==> src/rtl/uart_tx_pkg.sv <==
// Shared definitions for the memory-mapped UART transmitter: register
// offsets, STATUS/CTRL bit positions and the transmit state encoding.
// Optional build macro UART_TX_PARITY_EN adds a PARITY state (8E1 frames).
package uart_tx_pkg;

  localparam logic [3:0] OFF_TXDATA = 4'h0;
  localparam logic [3:0] OFF_STATUS = 4'h4;
  localparam logic [3:0] OFF_CTRL   = 4'h8;

  localparam int ST_FULL      = 0;
  localparam int ST_EMPTY     = 1;
  localparam int ST_BUSY      = 2;
  localparam int ST_OVERFLOW  = 3;
  localparam int ST_COUNT_LSB = 4;

  localparam int CTRL_ENABLE  = 0;
  localparam int CTRL_CLR_OVF = 1;

`ifdef UART_TX_PARITY_EN
  typedef enum logic [2:0] {
    IDLE   = 3'd0,
    START  = 3'd1,
    DATA   = 3'd2,
    STOP   = 3'd3,
    PARITY = 3'd4
  } tx_state_t;
`else
  typedef enum logic [2:0] {
    IDLE  = 3'd0,
    START = 3'd1,
    DATA  = 3'd2,
    STOP  = 3'd3
  } tx_state_t;
`endif

  function automatic logic even_parity(input logic [7:0] d);
    return ^d;
  endfunction

endpackage

==> src/rtl/tx_fifo.sv <==
// Small synchronous FIFO holding bytes waiting to be serialised.
// A push while full is accepted only when a pop happens in the same cycle.
module tx_fifo #(
  parameter int DEPTH = 4,
  parameter int WIDTH = 8,
  localparam int AW = $clog2(DEPTH),
  localparam int CW = AW + 1
) (
  input  logic             clk,
  input  logic             reset,
  input  logic             push,
  input  logic             pop,
  input  logic [WIDTH-1:0] din,
  output logic [WIDTH-1:0] dout,
  output logic             full,
  output logic             empty,
  output logic [CW-1:0]    count
);

  logic [WIDTH-1:0] mem [DEPTH];
  logic [AW-1:0]    rd_ptr;
  logic [AW-1:0]    wr_ptr;
  logic             do_push;
  logic             do_pop;

  assign do_pop  = pop && !empty;
  assign do_push = push && (!full || do_pop);
  assign full    = (count == CW'(DEPTH));
  assign empty   = (count == '0);
  assign dout    = mem[rd_ptr];

  // Pointers wrap naturally because DEPTH is a power of two.
  always_ff @(posedge clk) begin
    if (!reset) begin
      rd_ptr <= '0;
      wr_ptr <= '0;
      count  <= '0;
    end else begin
      if (do_push) wr_ptr <= wr_ptr + 1'b1;
      if (do_pop)  rd_ptr <= rd_ptr + 1'b1;
      case ({do_push, do_pop})
        2'b10:   count <= count + 1'b1;
        2'b01:   count <= count - 1'b1;
        default: count <= count;
      endcase
    end
  end

  // Storage array has no reset; occupancy is tracked by count alone.
  always_ff @(posedge clk) begin
    if (do_push) mem[wr_ptr] <= din;
  end

endmodule

==> src/rtl/mmio_uart_tx.sv <==
// Memory-mapped UART transmitter: TXDATA/STATUS/CTRL register window,
// byte FIFO and a serialiser driving an idle-high 8N1 line, LSB first.
// Define UART_TX_PARITY_EN to insert an even parity bit (8E1).
module mmio_uart_tx #(
  parameter logic [31:0] BASE_ADDR    = 32'h1001_0040,
  parameter int          CLKS_PER_BIT = 16,
  parameter int          FIFO_DEPTH   = 4
) (
  input  logic        clk,
  input  logic        reset,
  input  logic        MemWrite,
  input  logic        MemRead,
  input  logic [31:0] Address,
  input  logic [31:0] WriteData,
  output logic [31:0] ReadData,
  output logic        tx
);

  import uart_tx_pkg::*;

  localparam int BW = (CLKS_PER_BIT > 1) ? $clog2(CLKS_PER_BIT) : 1;
  localparam int CW = $clog2(FIFO_DEPTH) + 1;
  localparam logic [BW-1:0] BAUD_LAST = BW'(CLKS_PER_BIT - 1);

  logic          sel;
  logic [3:0]    offset;
  logic          wr_txdata;
  logic          wr_ctrl;
  logic          enable;
  logic          overflow;
  logic          busy;
  logic          pop;
  logic          start_ok;
  logic          bit_done;
  logic          fifo_full;
  logic          fifo_empty;
  logic [CW-1:0] fifo_count;
  logic [7:0]    fifo_dout;
  logic [3:0]    count_nib;
  logic [31:0]   status_word;
  logic          unused_wdata;

  tx_state_t     state, state_next;
  logic [BW-1:0] baud, baud_next;
  logic [2:0]    bit_idx, bit_next;
  logic [7:0]    data, data_next;

  assign sel          = (Address[31:4] == BASE_ADDR[31:4]);
  assign offset       = Address[3:0];
  assign wr_txdata    = MemWrite && sel && (offset == OFF_TXDATA);
  assign wr_ctrl      = MemWrite && sel && (offset == OFF_CTRL);
  assign start_ok     = enable && !fifo_empty;
  assign bit_done     = (baud == BAUD_LAST);
  assign count_nib    = 4'(fifo_count);
  assign unused_wdata = ^WriteData[31:8];

  tx_fifo #(
    .DEPTH (FIFO_DEPTH),
    .WIDTH (8)
  ) u_fifo (
    .clk   (clk),
    .reset (reset),
    .push  (wr_txdata),
    .pop   (pop),
    .din   (WriteData[7:0]),
    .dout  (fifo_dout),
    .full  (fifo_full),
    .empty (fifo_empty),
    .count (fifo_count)
  );

  // Control register and sticky overflow flag; a dropped push sets overflow.
  always_ff @(posedge clk) begin
    if (!reset) begin
      enable   <= 1'b1;
      overflow <= 1'b0;
    end else begin
      if (wr_ctrl) begin
        enable <= WriteData[CTRL_ENABLE];
        if (WriteData[CTRL_CLR_OVF]) overflow <= 1'b0;
      end
      if (wr_txdata && fifo_full && !pop) overflow <= 1'b1;
    end
  end

  // State register plus baud/bit counters and the latched frame byte.
  always_ff @(posedge clk) begin
    if (!reset) begin
      state   <= IDLE;
      baud    <= '0;
      bit_idx <= '0;
      data    <= '0;
    end else begin
      state   <= state_next;
      baud    <= baud_next;
      bit_idx <= bit_next;
      data    <= data_next;
    end
  end

  // Next-state logic: each frame element lasts exactly CLKS_PER_BIT cycles.
  always_comb begin
    state_next = state;
    baud_next  = bit_done ? '0 : baud + 1'b1;
    bit_next   = bit_idx;
    data_next  = data;
    case (state)
      IDLE: begin
        baud_next = '0;
        if (start_ok) begin
          state_next = START;
          data_next  = fifo_dout;
        end
      end
      START: begin
        if (bit_done) begin
          state_next = DATA;
          bit_next   = '0;
        end
      end
      DATA: begin
        if (bit_done) begin
          if (bit_idx == 3'd7) begin
`ifdef UART_TX_PARITY_EN
            state_next = PARITY;
`else
            state_next = STOP;
`endif
          end else begin
            bit_next = bit_idx + 1'b1;
          end
        end
      end
`ifdef UART_TX_PARITY_EN
      PARITY: begin
        if (bit_done) state_next = STOP;
      end
`endif
      STOP: begin
        if (bit_done) begin
          if (start_ok) begin
            state_next = START;
            data_next  = fifo_dout;
          end else begin
            state_next = IDLE;
          end
        end
      end
      default: begin
        state_next = IDLE;
        baud_next  = '0;
      end
    endcase
  end

  // Outputs: serial line level, busy flag and the FIFO pop at frame launch.
  always_comb begin
    tx   = 1'b1;
    busy = (state != IDLE);
    pop  = start_ok && ((state == IDLE) || ((state == STOP) && bit_done));
    case (state)
      START:   tx = 1'b0;
      DATA:    tx = data[bit_idx];
`ifdef UART_TX_PARITY_EN
      PARITY:  tx = even_parity(data);
`endif
      default: tx = 1'b1;
    endcase
  end

  // Combinational register readback; unselected or idle bus reads zero.
  always_comb begin
    status_word                          = '0;
    status_word[ST_FULL]                 = fifo_full;
    status_word[ST_EMPTY]                = fifo_empty;
    status_word[ST_BUSY]                 = busy;
    status_word[ST_OVERFLOW]             = overflow;
    status_word[ST_COUNT_LSB +: 4]       = count_nib;
    ReadData = '0;
    if (MemRead && sel) begin
      case (offset)
        OFF_STATUS: ReadData = status_word;
        OFF_CTRL:   ReadData = {31'b0, enable};
        default:    ReadData = '0;
      endcase
    end
  end

endmodule

==> config.mk <==
export PLATFORM = sky130hd
export DESIGN_NAME = mmio_uart_tx
export DESIGN_NICKNAME = d
export VERILOG_FILES = /design/src/rtl/uart_tx_pkg.sv /design/src/rtl/tx_fifo.sv /design/src/rtl/mmio_uart_tx.sv
export SDC_FILE = /design/constraint.sdc
export NUM_CORES = 1
export LEC_CHECK = 0
export ABC_AREA = 1
export CORE_MARGIN = 2
export CORE_UTILIZATION = 28
export CTS_CLUSTER_SIZE = 14
export DETAILED_ROUTE_END_ITERATION = 10
export PLACE_DENSITY_LB_ADDON = 0.05
export SKIP_LAST_GASP = 1
export SYNTH_ARGS = -nofsm -noshare
export SYNTH_HDL_FRONTEND = slang
export SYNTH_HIERARCHICAL = 1
export SYNTH_SLANG_ARGS = --single-unit
==> constraint.sdc <==
create_clock -name clk -period 4.76 [get_ports clk]
set_input_delay 0.952 -clock clk [delete_from_list [all_inputs] [get_ports clk]]
set_output_delay 0.952 -clock clk [all_outputs]
set_load 0.01 [all_outputs]
==> impl_results.md, run 1 <==
* Layout area overhead at 25.6%
* Setup bufs post-CTS at 0
* Routed WL at 6450 µm
* CTS tree: built
* Syn Inst Count at 344
* Mapped Area at 3150 µm²
* Router iterations before antenna repair at 4
* Final cell count without fillers at 550
* Vias at 2344
* Grt ovf at 0
* Final Skew at 0.00830 ns
* Pleak at 1.47 nW
* CTS Hold Buffers Added at 0
* Cell area after placement at 3730 µm²
* Finished Core Util at 36.3%
* Final worst-path cycle share at 78.9%
* Worst slew margin at 45.1%
* Yosys top cell area share at 30.5%
* I/O pins at 101
* Status: completed
* Crit-path max FO at 7
* Worst Hold Class: register to register
* Vias in the first global route at 2171
* Worst vdd ir at 0.137 mV
* WP data arrival at 2.80 ns
* Yosys top cell by area: edfxtp_1
* Crit path required time at 3.81 ns
* EDFF count, synth at 32
* Total CTS buffers at 9
* Clock buffer depth at 2
* Root Driver: clkbuf_8
* R2r setup slk at 2.18 ns
* Fin. max-slew vios at 0
* Final Cell Area at 3950 µm²
* Drt drc at 0
* Port Buf Inserts at 51
* WHS at 0.452 ns
* Final Hold Viols at 0
* Initial DRC Count at 83
* Cells after DPL at 534
* FP Rows at 38
* Syn. warnings at 6
* Die W at 110 µm
* WL/cell at 11.7 µm
* Crit path max-delay cell type: clkdlybuf4s50_1
* Clk pin slew, worst setup/hold paths at 0.07 ns
* RD Place Congestion at 0.725
* Worst-Skew Late Latency at 0.34 ns
* Sequential fraction of the synthesis area at 48.3%
* Total negative slack at 0 ns
* Clock Sinks at 60
* Final worst slack at 1.00 ns
* First-pass GRT wire length at 10600 µm
* Largest net degree at the start of global routing at 20
* CP max stage delay at 0.56 ns
* Synth Flop Type: edfxtp_1
* Mean Syn Cell Area at 9.15 µm²
* Peak Freq at 266 MHz
* Final setup vio count at 0
* Pin slew with the least headroom to its limit at 0.821 ns
* Worst Path Class, Setup: input pin to primary output
* Clock period minus worst slack at 3.76 ns
* Synth async-reset ratio at 0%
* Vias per inst at 4.26
* CTS resizes at 0
* Post-Place Setup Slack at 0.960 ns
* Pwr Total at 1.27 mW
* Total track usage at 11.7%
* Initial antenna violation count at 0
* Post-detail-place hpwl at 4830 µm
* H-Tree Depth at 3
* Synth Register Bits at 60
* Critical-path cell list: clkdlybuf4s50_1, inv_1, nor2_1, nand2_1, nor2_1, nand2_1, nor2_4, nand2_4, nor3b_2, clkdlybuf4s50_1
* Fraction of layout cells with a size suffix above 1 at 11.7%
* PwrDens at 322 nW/µm²
* Kind of start point of the critical path: input pin
* Die ar. at 12100 µm²
* ANT cells at 0
* Core area at 10900 µm²
* Routed Antenna Nets at 0
* Die Ht at 110 µm
* Layout Nets at 487
* Synth cell types at 40
* Initial core utilization at 28.9%
* Max Cap Viol at 0
* Unrepaired setup endpoints after global routing: false
* Setup crit end kind: primary output
* Synth area leaders: edfxtp_1, dfxtp_1, nor2_1, buf_4, ha_1
==> cells in the final DEF (no fill, tap or decap), types with 9 or more instances in the layout <==
cell	n
inv_1	38
dfxtp_1	28
clkdlybuf4s50_1	51
o22ai_1	9
a21oi_1	11
ha_1	13
clkbuf_8	9
nor2_1	71
o21ai_0	29
nand2_1	30
edfxtp_1	32
conb_1	25
==> path summary, 6_finish.rpt <==
kind | cells after the start | to | start
worst min register to register | 1 | baud[0] | baud[0]
worst max register to register | 10 | u_fifo/mem[1][1] | u_fifo/count[1]
worst max-delay path | 10 | ReadData[5] | Address[6]
worst min-delay path | 1 | baud[0] | baud[0]
==> final cells by class <==
class | instances | area [µm²]
clock buffers | 9 | 124
clock inverters | 7 | 98.8
fillers | 1128 | 6930
inverters | 40 | 155
multi-input cells | 240 | 1350
flip-flops and latches | 60 | 1520
well taps | 140 | 175
repair buffers | 54 | 533
==> state kept, by name, indices dropped and copies added, names as in the netlist, named ones only <==
signal and cells:
u_fifo/mem 32, data 8, baud 4, bit_idx 3, u_fifo/count 3, state 2
u_fifo/rd_ptr 2, u_fifo/wr_ptr 2, enable 1, overflow 1
==> synthesized netlist by cell type, types with 3 or more instances <==
library cell / n
nor2_1: 71
inv_1: 38
edfxtp_1: 32
nand2_1: 30
o21ai_0: 29
dfxtp_1: 28
buf_4: 25
ha_1: 13
a21oi_1: 11
o22ai_1: 9
nand3_1: 8
nor3b_2: 5
o21ai_2: 4
nand3_2: 3
nand4_1: 3
==> cells by family (layout without fill, tap and decap cells) <==
logic type | count (synthesis) | in the layout | share of synthesized area, %
adders and majority gates | 14 | 14 | 5.81
and+or+nand+nor | 138 | 138 | 21.9
other | 1 | 25 | 0.119
xor gates and xnor gates | 2 | 2 | 0.557
buffers and inverters | 68 | 110 | 11.7
AOI/OAI and AO/OA | 61 | 61 | 11.5
DFF | 60 | 60 | 48.3
==> critical path: cells and delay by family <==
family / cells / cell delay [ns]
buffers and inverters: 3 / 1.06
and+or+nand+nor: 7 / 0.80
==> layer usage <==
metal | part of all wire, % | GRT usage (%)
met1 | 48 | 15.3
met2 | 45 | 18.1
met3 | 5.5 | 3.06
met4 | 1.7 | 5.42
met5 | 0 | 0
==> power breakdown <==
part | switching, mW | leakage, nW | internal, mW | total, mW
Sequential | 0.00852 | 0.513 | 0.556 | 0.564
Combinational | 0.103 | 0.848 | 0.0883 | 0.191
Clock | 0.218 | 0.110 | 0.297 | 0.516
Power figures use the tool's default switching activity.
==> run 2: changes to the inputs <==
clock period = 3.5 ns   (was 4.76 ns; I/O delays follow)
==> impl_results.md, run 2 (synthesis results as in run 1) <==
* Largest register by flop count: u_fifo/mem
* Worst vdd ir at 0.163 mV (+19%)
* FP Rows at 38 (unchanged)
* Initial antenna violation count at 0 (unchanged)
* Final Hold Viols at 0 (unchanged)
* Worst Path Class, Setup: input pin to primary output
* Commonest non-fill, non-tap cells in the layout: nor2_1, clkdlybuf4s50_1, inv_1
* Routed WL at 6490 µm (+0.62%)
* RD Place Congestion at 0.697 (-3.9%)
* Die Ht at 110 µm (unchanged)
* Post-detail-place hpwl at 4760 µm (-1.4%)
* Setup bufs post-CTS at 0 (unchanged)
* Crit path required time at 2.80 ns (-1.01 ns)
* WP data arrival at 2.54 ns (-0.26 ns)
* FILL cells at 1101 (-2.4%)
* Status: completed
* Worst-Skew Late Latency at 0.34 ns (about the same)
* Critical-path cell list: clkdlybuf4s50_1, inv_1, nor2_1, nand2_1, nor2_1, nand2_1, nor2_4, nand2_4, nor3b_2, clkdlybuf4s50_1
* Drt drc at 0 (unchanged)
* Vias per inst at 4.20 (-1.3%)
* Core area at 10900 µm² (unchanged)
* Most common cell after layout, fill and taps aside: nor2_1
* Setup crit end kind: primary output
* Pin slew with the least headroom to its limit at 0.633 ns (-0.188 ns)
* Layout Nets at 490 (+0.62%)
* Total CTS buffers at 9 (unchanged)
* Crit-path max FO at 7 (unchanged)
* Pleak at 1.49 nW (+1.1%)
* Critical path's top delay family: buffers and inverters
* Clk pin slew, worst setup/hold paths at 0.07 ns (about the same)
* Port Buf Inserts at 51 (unchanged)
* Final setup vio count at 0 (unchanged)
* Clock period minus worst slack at 3.24 ns
* Worst Hold Class: register to register
* WL/cell at 11.7 µm (about the same)
* CTS resizes at 0 (unchanged)
* Grt ovf at 0 (unchanged)
* Root Driver: clkbuf_8
* H-Tree Depth at 3 (unchanged)
* Crit path max-delay cell type: clkdlybuf4s50_1
* ANT cells at 0 (unchanged)
* Largest net degree at the start of global routing at 20 (unchanged)
* Total negative slack at 0 ns (unchanged)
* Crit path buf inv count at 3 (unchanged)
* Final Skew at 0.00743 ns (-0.000869 ns)
* Worst slew margin at 57.7% (+13 points)
* Initial core utilization at 28.9% (unchanged)
* Layout area overhead at 26.4%
* CTS tree: built
* CTS Hold Buffers Added at 0 (unchanged)
* WHS at 0.448 ns (-0.00396 ns)
* Die ar. at 12100 µm² (unchanged)
* Fraction of layout cells with a size suffix above 1 at 12.3% (+0.64 points)
* Unrepaired setup endpoints after global routing: false
* Kind of start point of the critical path: input pin
* Total track usage at 11.7% (-0.014 points)
* Largest regs: u_fifo/mem (32), data (8), baud (4)
* Clock buffer depth at 2 (unchanged)
* First-pass GRT wire length at 10500 µm (-0.39%)
* Max reg flops at 32 (unchanged)
* Die W at 110 µm (unchanged)
* Router iterations before antenna repair at 4 (unchanged)
* Initial DRC Count at 135 (+63%)
* Fin. max-slew vios at 0 (unchanged)
* PwrDens at 435 nW/µm² (+35%)
* Max Cap Viol at 0 (unchanged)
* I/O pins at 101 (unchanged)
* Final worst-path cycle share at 92.5%
* Vias at 2325 (-0.81%)
* Peak Freq at 309 MHz
* CP max stage delay at 0.56 ns (about the same)
* Vias in the first global route at 2221 (+2.3%)
* Routed Antenna Nets at 0 (unchanged)
* Clock Sinks at 60 (unchanged)
run 2: area by class of cell:
class	count	area [µm²]	area share, %
inverters	40	155	3.90
repair buffers	57	556	14.0
flip-flops and latches	60	1520	38.3
clock inverters	7	98.8	2.49
well taps	140	175	4.41
clock buffers	9	124	3.12
multi-input cells	240	1350	33.9
run 2: worst paths after layout:
kind                                      start               to  slack, ns  cells past startpoint
worst min register to register          baud[0]          baud[0]       0.45                      1
worst max register to register  u_fifo/count[0]  u_fifo/count[2]       0.96                     18
worst max-delay path                Address[16]      ReadData[4]       0.26                     10
worst min-delay path                    baud[0]          baud[0]       0.45                      1
run 2: per-layer routing:
layer / routed length, µm / up-vias / global-route usage (%)
li1: - / 1227 / -
met1: 3140 / 1022 / 14.9
met2: 2900 / 67 / 18.2
met3: 370 / 9 / 3.94
met4: 82 / 0 / 4.61
met5: 0 / - / 0
run 2: power breakdown:
group,switching [mW],internal (mW),leakage [nW]
Clock,0.296,0.405,0.110
Sequential,0.0123,0.756,0.513
Combinational,0.138,0.120,0.863
Total,0.447,1.28,1.49
run 2: stage by stage:
| stage | instances | worst slack (ns) | utilization [%] | total power [mW] | area (µm²) |
|---|---|---|---|---|---|
| global route | 553 | 0.113 | 36.5 | 1.82 | 3980 |
| CTS | 553 | 0.221 | 36.5 | 1.75 | 3980 |
| global placement | 537 | 0.236 | 34.5 | 1.05 | 3750 |
| finish | 553 | 0.263 | 36.5 | 1.73 | 3980 |
| floorplan | 368 | 0.837 | - | 0.956 | 3240 |
| detailed placement | 537 | 0.228 | 34.5 | 1.04 | 3750 |
